File: config.mk
export PLATFORM = sky130hd
export DESIGN_NAME = mips_lite_mc_ctrl_flat
export DESIGN_NICKNAME = d
export VERILOG_FILES = /design/src/rtl/mips_lite_mc_ctrl_if.sv /design/src/rtl/mips_lite_mc_ctrl.sv /design/src/flat_wrapper.sv
export SDC_FILE = /design/constraint.sdc
export NUM_CORES = 1
export LEC_CHECK = 0
export CAP_MARGIN = 10
export CORE_MARGIN = 1.5
export CORE_UTILIZATION = 35
export DETAILED_ROUTE_END_ITERATION = 8
export PLACE_DENSITY = 0.75
export SETUP_SLACK_MARGIN = 0.02
export SLEW_MARGIN = 20
export SYNTH_ARGS = -nofsm -noshare
export SYNTH_HDL_FRONTEND = slang
export SYNTH_SLANG_ARGS = --single-unit
export TNS_END_PERCENT = 10
File: constraint.sdc
create_clock -name clk -period 1.8 [get_ports clk]
set_input_delay 0.36 -clock clk [delete_from_list [all_inputs] [get_ports clk]]
set_output_delay 0.36 -clock clk [all_outputs]
set_load 0.02 [all_outputs]
File: src/rtl/mips_lite_mc_ctrl_if.sv
// Instruction- and data-memory handshake bundle between the sequencer and its memories.
interface mips_lite_mc_ctrl_if #(
  parameter int ADDR_W = 8
);
  logic              imem_req;
  logic [ADDR_W-1:0] imem_addr;
  logic              imem_ready;
  logic [15:0]       imem_rdata;
  logic              dmem_req;
  logic              dmem_we;
  logic              dmem_ready;

  modport master (
    output imem_req, imem_addr, dmem_req, dmem_we,
    input  imem_ready, imem_rdata, dmem_ready
  );

  modport slave (
    input  imem_req, imem_addr, dmem_req, dmem_we,
    output imem_ready, imem_rdata, dmem_ready
  );
endinterface

File: src/rtl/mips_lite_mc_ctrl.sv
// Multi-cycle FETCH/DECODE/EXEC/MEM/WB sequencer for the MIPS_Lite datapath; owns PC, IR,
// halt detection and a saturating retired-instruction counter.
module mips_lite_mc_ctrl #(
  parameter int              ADDR_W   = 8,
  parameter logic [ADDR_W-1:0] RESET_PC = '0,
  parameter logic [3:0]      HALT_OP  = 4'hF
) (
  input  logic                clk,
  input  logic                rst_n,
  mips_lite_mc_ctrl_if.master bus,
  input  logic                start_i,
  output logic [15:0]         instruc_o,
  input  logic                Reg_write_dec_i,
  input  logic                Mem_write_dec_i,
  input  logic                Reg_src_dec_i,
  output logic                ALU_res_en_o,
  output logic                Reg_write_o,
  output logic                busy_o,
  output logic                halted_o,
  output logic [15:0]         instr_count_o
);

  typedef enum logic [2:0] {
    S_IDLE, S_FETCH, S_DECODE, S_EXEC, S_MEM, S_WB, S_HALT
  } state_t;

  state_t            state_q, state_d;
  logic [ADDR_W-1:0] pc_q, pc_d;
  logic [15:0]       ir_q, ir_d;
  logic [15:0]       cnt_q, cnt_d;
  logic [15:0]       cnt_inc;
  logic              imem_req_q, dmem_req_q, alu_en_q, wb_q, busy_q, halted_q;

  assign cnt_inc = (cnt_q == 16'hFFFF) ? cnt_q : cnt_q + 16'd1;

  always_comb begin
    state_d = state_q;
    pc_d    = pc_q;
    ir_d    = ir_q;
    cnt_d   = cnt_q;
    unique case (state_q)
      S_IDLE, S_HALT: begin
        if (start_i) begin
          state_d = S_FETCH;
          pc_d    = RESET_PC;
          cnt_d   = '0;
        end
      end
      S_FETCH: begin
        if (bus.imem_ready) begin
          ir_d    = bus.imem_rdata;
          pc_d    = pc_q + 1'b1;
          state_d = S_DECODE;
        end
      end
      S_DECODE: state_d = (ir_q[15:12] == HALT_OP) ? S_HALT : S_EXEC;
      S_EXEC:   state_d = (Mem_write_dec_i | Reg_src_dec_i) ? S_MEM : S_WB;
      S_MEM: begin
        if (bus.dmem_ready) begin
          // A store retires here; a load still has its register writeback ahead.
          if (Reg_src_dec_i) begin
            state_d = S_WB;
          end else begin
            state_d = S_FETCH;
            cnt_d   = cnt_inc;
          end
        end
      end
      S_WB: begin
        state_d = S_FETCH;
        cnt_d   = cnt_inc;
      end
      default: state_d = S_IDLE;
    endcase
  end

  // Output flags are decoded from the next state so they line up with state_q.
  always_ff @(posedge clk) begin
    if (!rst_n) begin
      state_q    <= S_IDLE;
      pc_q       <= RESET_PC;
      ir_q       <= '0;
      cnt_q      <= '0;
      imem_req_q <= 1'b0;
      dmem_req_q <= 1'b0;
      alu_en_q   <= 1'b0;
      wb_q       <= 1'b0;
      busy_q     <= 1'b0;
      halted_q   <= 1'b0;
    end else begin
      state_q    <= state_d;
      pc_q       <= pc_d;
      ir_q       <= ir_d;
      cnt_q      <= cnt_d;
      imem_req_q <= (state_d == S_FETCH);
      dmem_req_q <= (state_d == S_MEM);
      alu_en_q   <= (state_d == S_EXEC);
      wb_q       <= (state_d == S_WB);
      busy_q     <= (state_d != S_IDLE) && (state_d != S_HALT);
      halted_q   <= (state_d == S_HALT);
    end
  end

  assign bus.imem_req   = imem_req_q;
  assign bus.imem_addr  = pc_q;
  assign bus.dmem_req   = dmem_req_q;
  // Decoder enables only reach the datapath inside their own state.
  assign bus.dmem_we    = dmem_req_q & Mem_write_dec_i;
  assign Reg_write_o    = wb_q & Reg_write_dec_i;
  assign instruc_o      = ir_q;
  assign ALU_res_en_o   = alu_en_q;
  assign busy_o         = busy_q;
  assign halted_o       = halted_q;
  assign instr_count_o  = cnt_q;

endmodule

File: src/flat_wrapper.sv
// flat-port wrapper written by rule: the top's interface ports become plain ports
module mips_lite_mc_ctrl_flat 
#(
  parameter int              ADDR_W   = 8,
  parameter logic [ADDR_W-1:0] RESET_PC = '0,
  parameter logic [3:0]      HALT_OP  = 4'hF
)
  (clk, rst_n, start_i, instruc_o, Reg_write_dec_i, Mem_write_dec_i, Reg_src_dec_i, ALU_res_en_o, Reg_write_o, busy_o, halted_o, instr_count_o, bus_imem_req, bus_imem_addr, bus_dmem_req, bus_dmem_we, bus_imem_ready, bus_imem_rdata, bus_dmem_ready);
  mips_lite_mc_ctrl_if #(.ADDR_W(ADDR_W)) bus_i ();
  input  logic clk;
  input  logic rst_n;
  input  logic start_i;
  output logic [15:0] instruc_o;
  input  logic Reg_write_dec_i;
  input  logic Mem_write_dec_i;
  input  logic Reg_src_dec_i;
  output logic ALU_res_en_o;
  output logic Reg_write_o;
  output logic busy_o;
  output logic halted_o;
  output logic [15:0] instr_count_o;
  output wire logic [$bits(bus_i.imem_req)-1:0] bus_imem_req;
  output wire logic [$bits(bus_i.imem_addr)-1:0] bus_imem_addr;
  output wire logic [$bits(bus_i.dmem_req)-1:0] bus_dmem_req;
  output wire logic [$bits(bus_i.dmem_we)-1:0] bus_dmem_we;
  input wire logic [$bits(bus_i.imem_ready)-1:0] bus_imem_ready;
  input wire logic [$bits(bus_i.imem_rdata)-1:0] bus_imem_rdata;
  input wire logic [$bits(bus_i.dmem_ready)-1:0] bus_dmem_ready;
  assign bus_imem_req = bus_i.imem_req;
  assign bus_imem_addr = bus_i.imem_addr;
  assign bus_dmem_req = bus_i.dmem_req;
  assign bus_dmem_we = bus_i.dmem_we;
  assign bus_i.imem_ready = bus_imem_ready;
  assign bus_i.imem_rdata = bus_imem_rdata;
  assign bus_i.dmem_ready = bus_dmem_ready;
  mips_lite_mc_ctrl #(.ADDR_W(ADDR_W), .RESET_PC(RESET_PC), .HALT_OP(HALT_OP)) u_core (.clk(clk), .rst_n(rst_n), .bus(bus_i), .start_i(start_i), .instruc_o(instruc_o), .Reg_write_dec_i(Reg_write_dec_i), .Mem_write_dec_i(Mem_write_dec_i), .Reg_src_dec_i(Reg_src_dec_i), .ALU_res_en_o(ALU_res_en_o), .Reg_write_o(Reg_write_o), .busy_o(busy_o), .halted_o(halted_o), .instr_count_o(instr_count_o));
endmodule
==> results.md <==
- Status: finished with violations
- Violated checks: design-rule violations
- Overall routing resource usage: 17.61%
- Synth Instances: 272
- CTS tree: yes
- HP Class: reg -> reg
- DRC viols: 2
- Largest net degree at the start of global routing: 19
- Maxcap violations: 0
- Vias in the first global route: 2,293
- Post-synth top cells: dfxtp_1 (49), nand2_1 (49), a21oi_1 (27)
- Setup Skew: 5.757 ps
- DR iter-0 viols: 87
- Area leader, netlist: dfxtp_1
- Clk sinks: 49
- Final GP Congestion: 0.8668
- Root buf cell: clkbuf_8
- Setup CP Type: reg -> out
- Reg clk slew, reported paths: 80 ps
- Distinct cells, synth: 51
- Final HPWL from detailed placement: 4509 microns
- Asr flop ratio synth: 0%
- FF-to-FF Start: u_core.instr_count_o[11]
- Setup crit start: u_core.instr_count_o[11]
- HP Start: u_core.instruc_o[8]
- Synth Warn #: 0
- LEAKAGE: 1.393 nW
- I/O pin total: 71
- Register bit total from synthesis: 49
- FMAX: 571.4 MHz
- Register area: 980.9 sq um
- Final ANT Viol Nets: 0
- Crit-path cells: buf_4, clkdlybuf4s50_1
- CTS max path bufs: 2
- Post-place setup slack: -327.9 ps
- Die Span Y: 83.11 microns
- DR top layer: met4
- H-tree depth: 2
- EDFF count, synth: 0
- Dominant synthesized flop cell: dfxtp_1
- Final net count: 408
- WL per Instance: 13.02 microns
- Area of the multi-input gates: 0.001206 sq mm
- Hold Buf Count CTS: 0
- Drt pass-1 iters: 6
- CP endpoint kind: output pin
- Slew Limit Headroom: 68.02%
- Fillers: 609
- RSZ-0062 raised after global routing: yes
- Ant. Diodes: 0
- Syn Std Cell Area: 0.002246 sq mm
- Port bufs: 70
- Final setup viols: 0
- Peak supply drop: 0.3766 mV
- Global-route wire length before repair: 10,220 microns
- WL final: 5990 microns
- Met2 Wirelength: 2912 microns
- Synth top area share: 43.68%
- Grt ovf: 0
- Core area: 0.006277 sq mm
- Site Rows: 29
- Antenna violations before repair: 0
- Syn avg cell area: 8.257 sq um
- Synth-to-Final Area Change: 53.43%
- Req. time, crit path: 1440 ps
- Crit path max-delay cell type: clkdlybuf4s50_1
- Die width: 83.11 microns
- Final period util: 97.22%
- Setup ws final: 49.96 ps
- Top post-synthesis cells by area: dfxtp_1 (44%), nand2_1 (8.2%), a21oi_1 (6.0%), nand3_1 (3.6%), nor2_1 (3.0%)
- Syn_nets: 298
- Starting Density: 35.78%
- Crit-path max FO: 5
- Sequential area share after synthesis: 43.68%
- Final Hold Vio Count: 0
- TritonCTS buffer count: 5
- Routed met1 length: 2543 microns
- Die area: 0.006906 sq mm
- Vias per cell: 5.098
- Worst hold slack: 454.9 ps
- Wire length on met3: 480 microns
- CP Launch Type: register
- Layout cell share with drive strength beyond 1: 17.49%
- Vias: 2,345
- Worst EP arrival: 1390 ps
- Final Max Tran Viols: 0
- Clk_lat worst skew: 300 ps
- Worst Tran Pin Value: 479.6 ps
- Min cycle time layout: 1750 ps
- Crit-path max cell delay: 600 ps
- PD cells: 634.9 mW/mm^2
==> what timing repair did <==
action | in CTS | in global routing
endpoints found under the setup margin | 8 | 20
hold endpoints to repair | 0 | 0
setup buffers | 0 | 1
gates resized for setup | 4 | 12
pin swaps | 0 | 1
==> final cells by class <==
cell class                      count  area share [%]
Multi-Input combinational cell    205           35.00
Timing Repair Buffer              117           30.97
Sequential cell                    49           28.47
Tap cell                           77           2.796
Clock buffer                        8           2.324
Inverter                            4          0.4357
==> report_power, final <==
part           internal (W)  total [W]  switching (W)
clock network      0.000277   0.000626       0.000349
logic              0.000212   0.000416       0.000204
registers           0.00112    0.00115      0.0000270
total               0.00161    0.00219       0.000579
==> worst max-delay path, delay by kind of cell, from the launching register on <==
kind	cells	cell delay, ps
buffers and inverters	2	740
flip-flops	1	350
==> routing by layer <==
| layer | up-vias | GRT usage [%] |
|---|---|---|
| met1 | 1100 | 20.66 |
| met2 | 59 | 30.30 |
| met4 | 0 | 5.152 |
| li1 | 1181 | - |
| met3 | 5 | 6.163 |
| met5 | - | 0 |
==> flip-flops by register name, summed over array words and instances (netlist names) <==
name and cells:
u_core.ALU_res_en_o 1, u_core.bus.dmem_req 1, u_core.bus.imem_addr 8, u_core.bus.imem_req 1, u_core.busy_o 1, u_core.halted_o 1
u_core.instr_count_o 16, u_core.instruc_o 16, u_core.state_q 3, u_core.wb_q 1
==> per-stage QoR <==
stage | setup TNS (ps) | total power (W) | utilization, % | instance area (sq um) | instances
2_1_floorplan | 0 | 0.001377 | - | 2246 | 272
3_3_place_gp | -3802 | 0.001567 | 52.78 | 3313 | 451
3_5_place_dp | -5057 | 0.001576 | 52.78 | 3313 | 451
4_1_cts | 0 | 0.002201 | 54.18 | 3401 | 459
5_1_grt | -14.31 | 0.002302 | 54.89 | 3446 | 460
6_report | 0 | 0.002188 | 54.89 | 3446 | 460
==> final timing paths <==
check,depth (start not counted),slack [ps],endpoint
setup reg to reg,5,130,u_core.instr_count_o[15]
setup / recovery,2,50,instr_count_o[11]
hold / removal,2,450,u_core.instruc_o[8]
hold reg to reg,2,450,u_core.instruc_o[8]
==> layout by cell type, fill, tap and decap left out, drive strengths merged, types with 3 or more instances in the layout <==
cell type and n:
o22ai 3, o21ai 12, nand4 3, or4 6, clkbuf 8, a21oi 27, and3 5, dlymetal6s2s 5
nor2b 3, clkdlybuf4s50 63, nand2b 4, dfxtp 49, inv 4, nor3 4, or3 4, xor2 6
nor2 18, and2 6, nand2 49, o211ai 5, nand3 17, and4 3, buf 47
==> kinds of logic (layout without fill, tap and decap cells) <==
kind of cell | count (synthesis) | count (layout) | share of synthesized area (%)
buffers and inverters | 18 | 129 | 4.011
AO/OA/AOI/OAI | 62 | 62 | 17.05
multiplexers | 3 | 3 | 1.448
adder cells (fa/ha/maj) | 2 | 2 | 1.114
flip-flops | 49 | 49 | 43.68
XOR/XNOR | 7 | 7 | 2.730
AND/OR/NAND/NOR | 131 | 131 | 29.97
No activity file was read; power rests on OpenSTA's default activity.
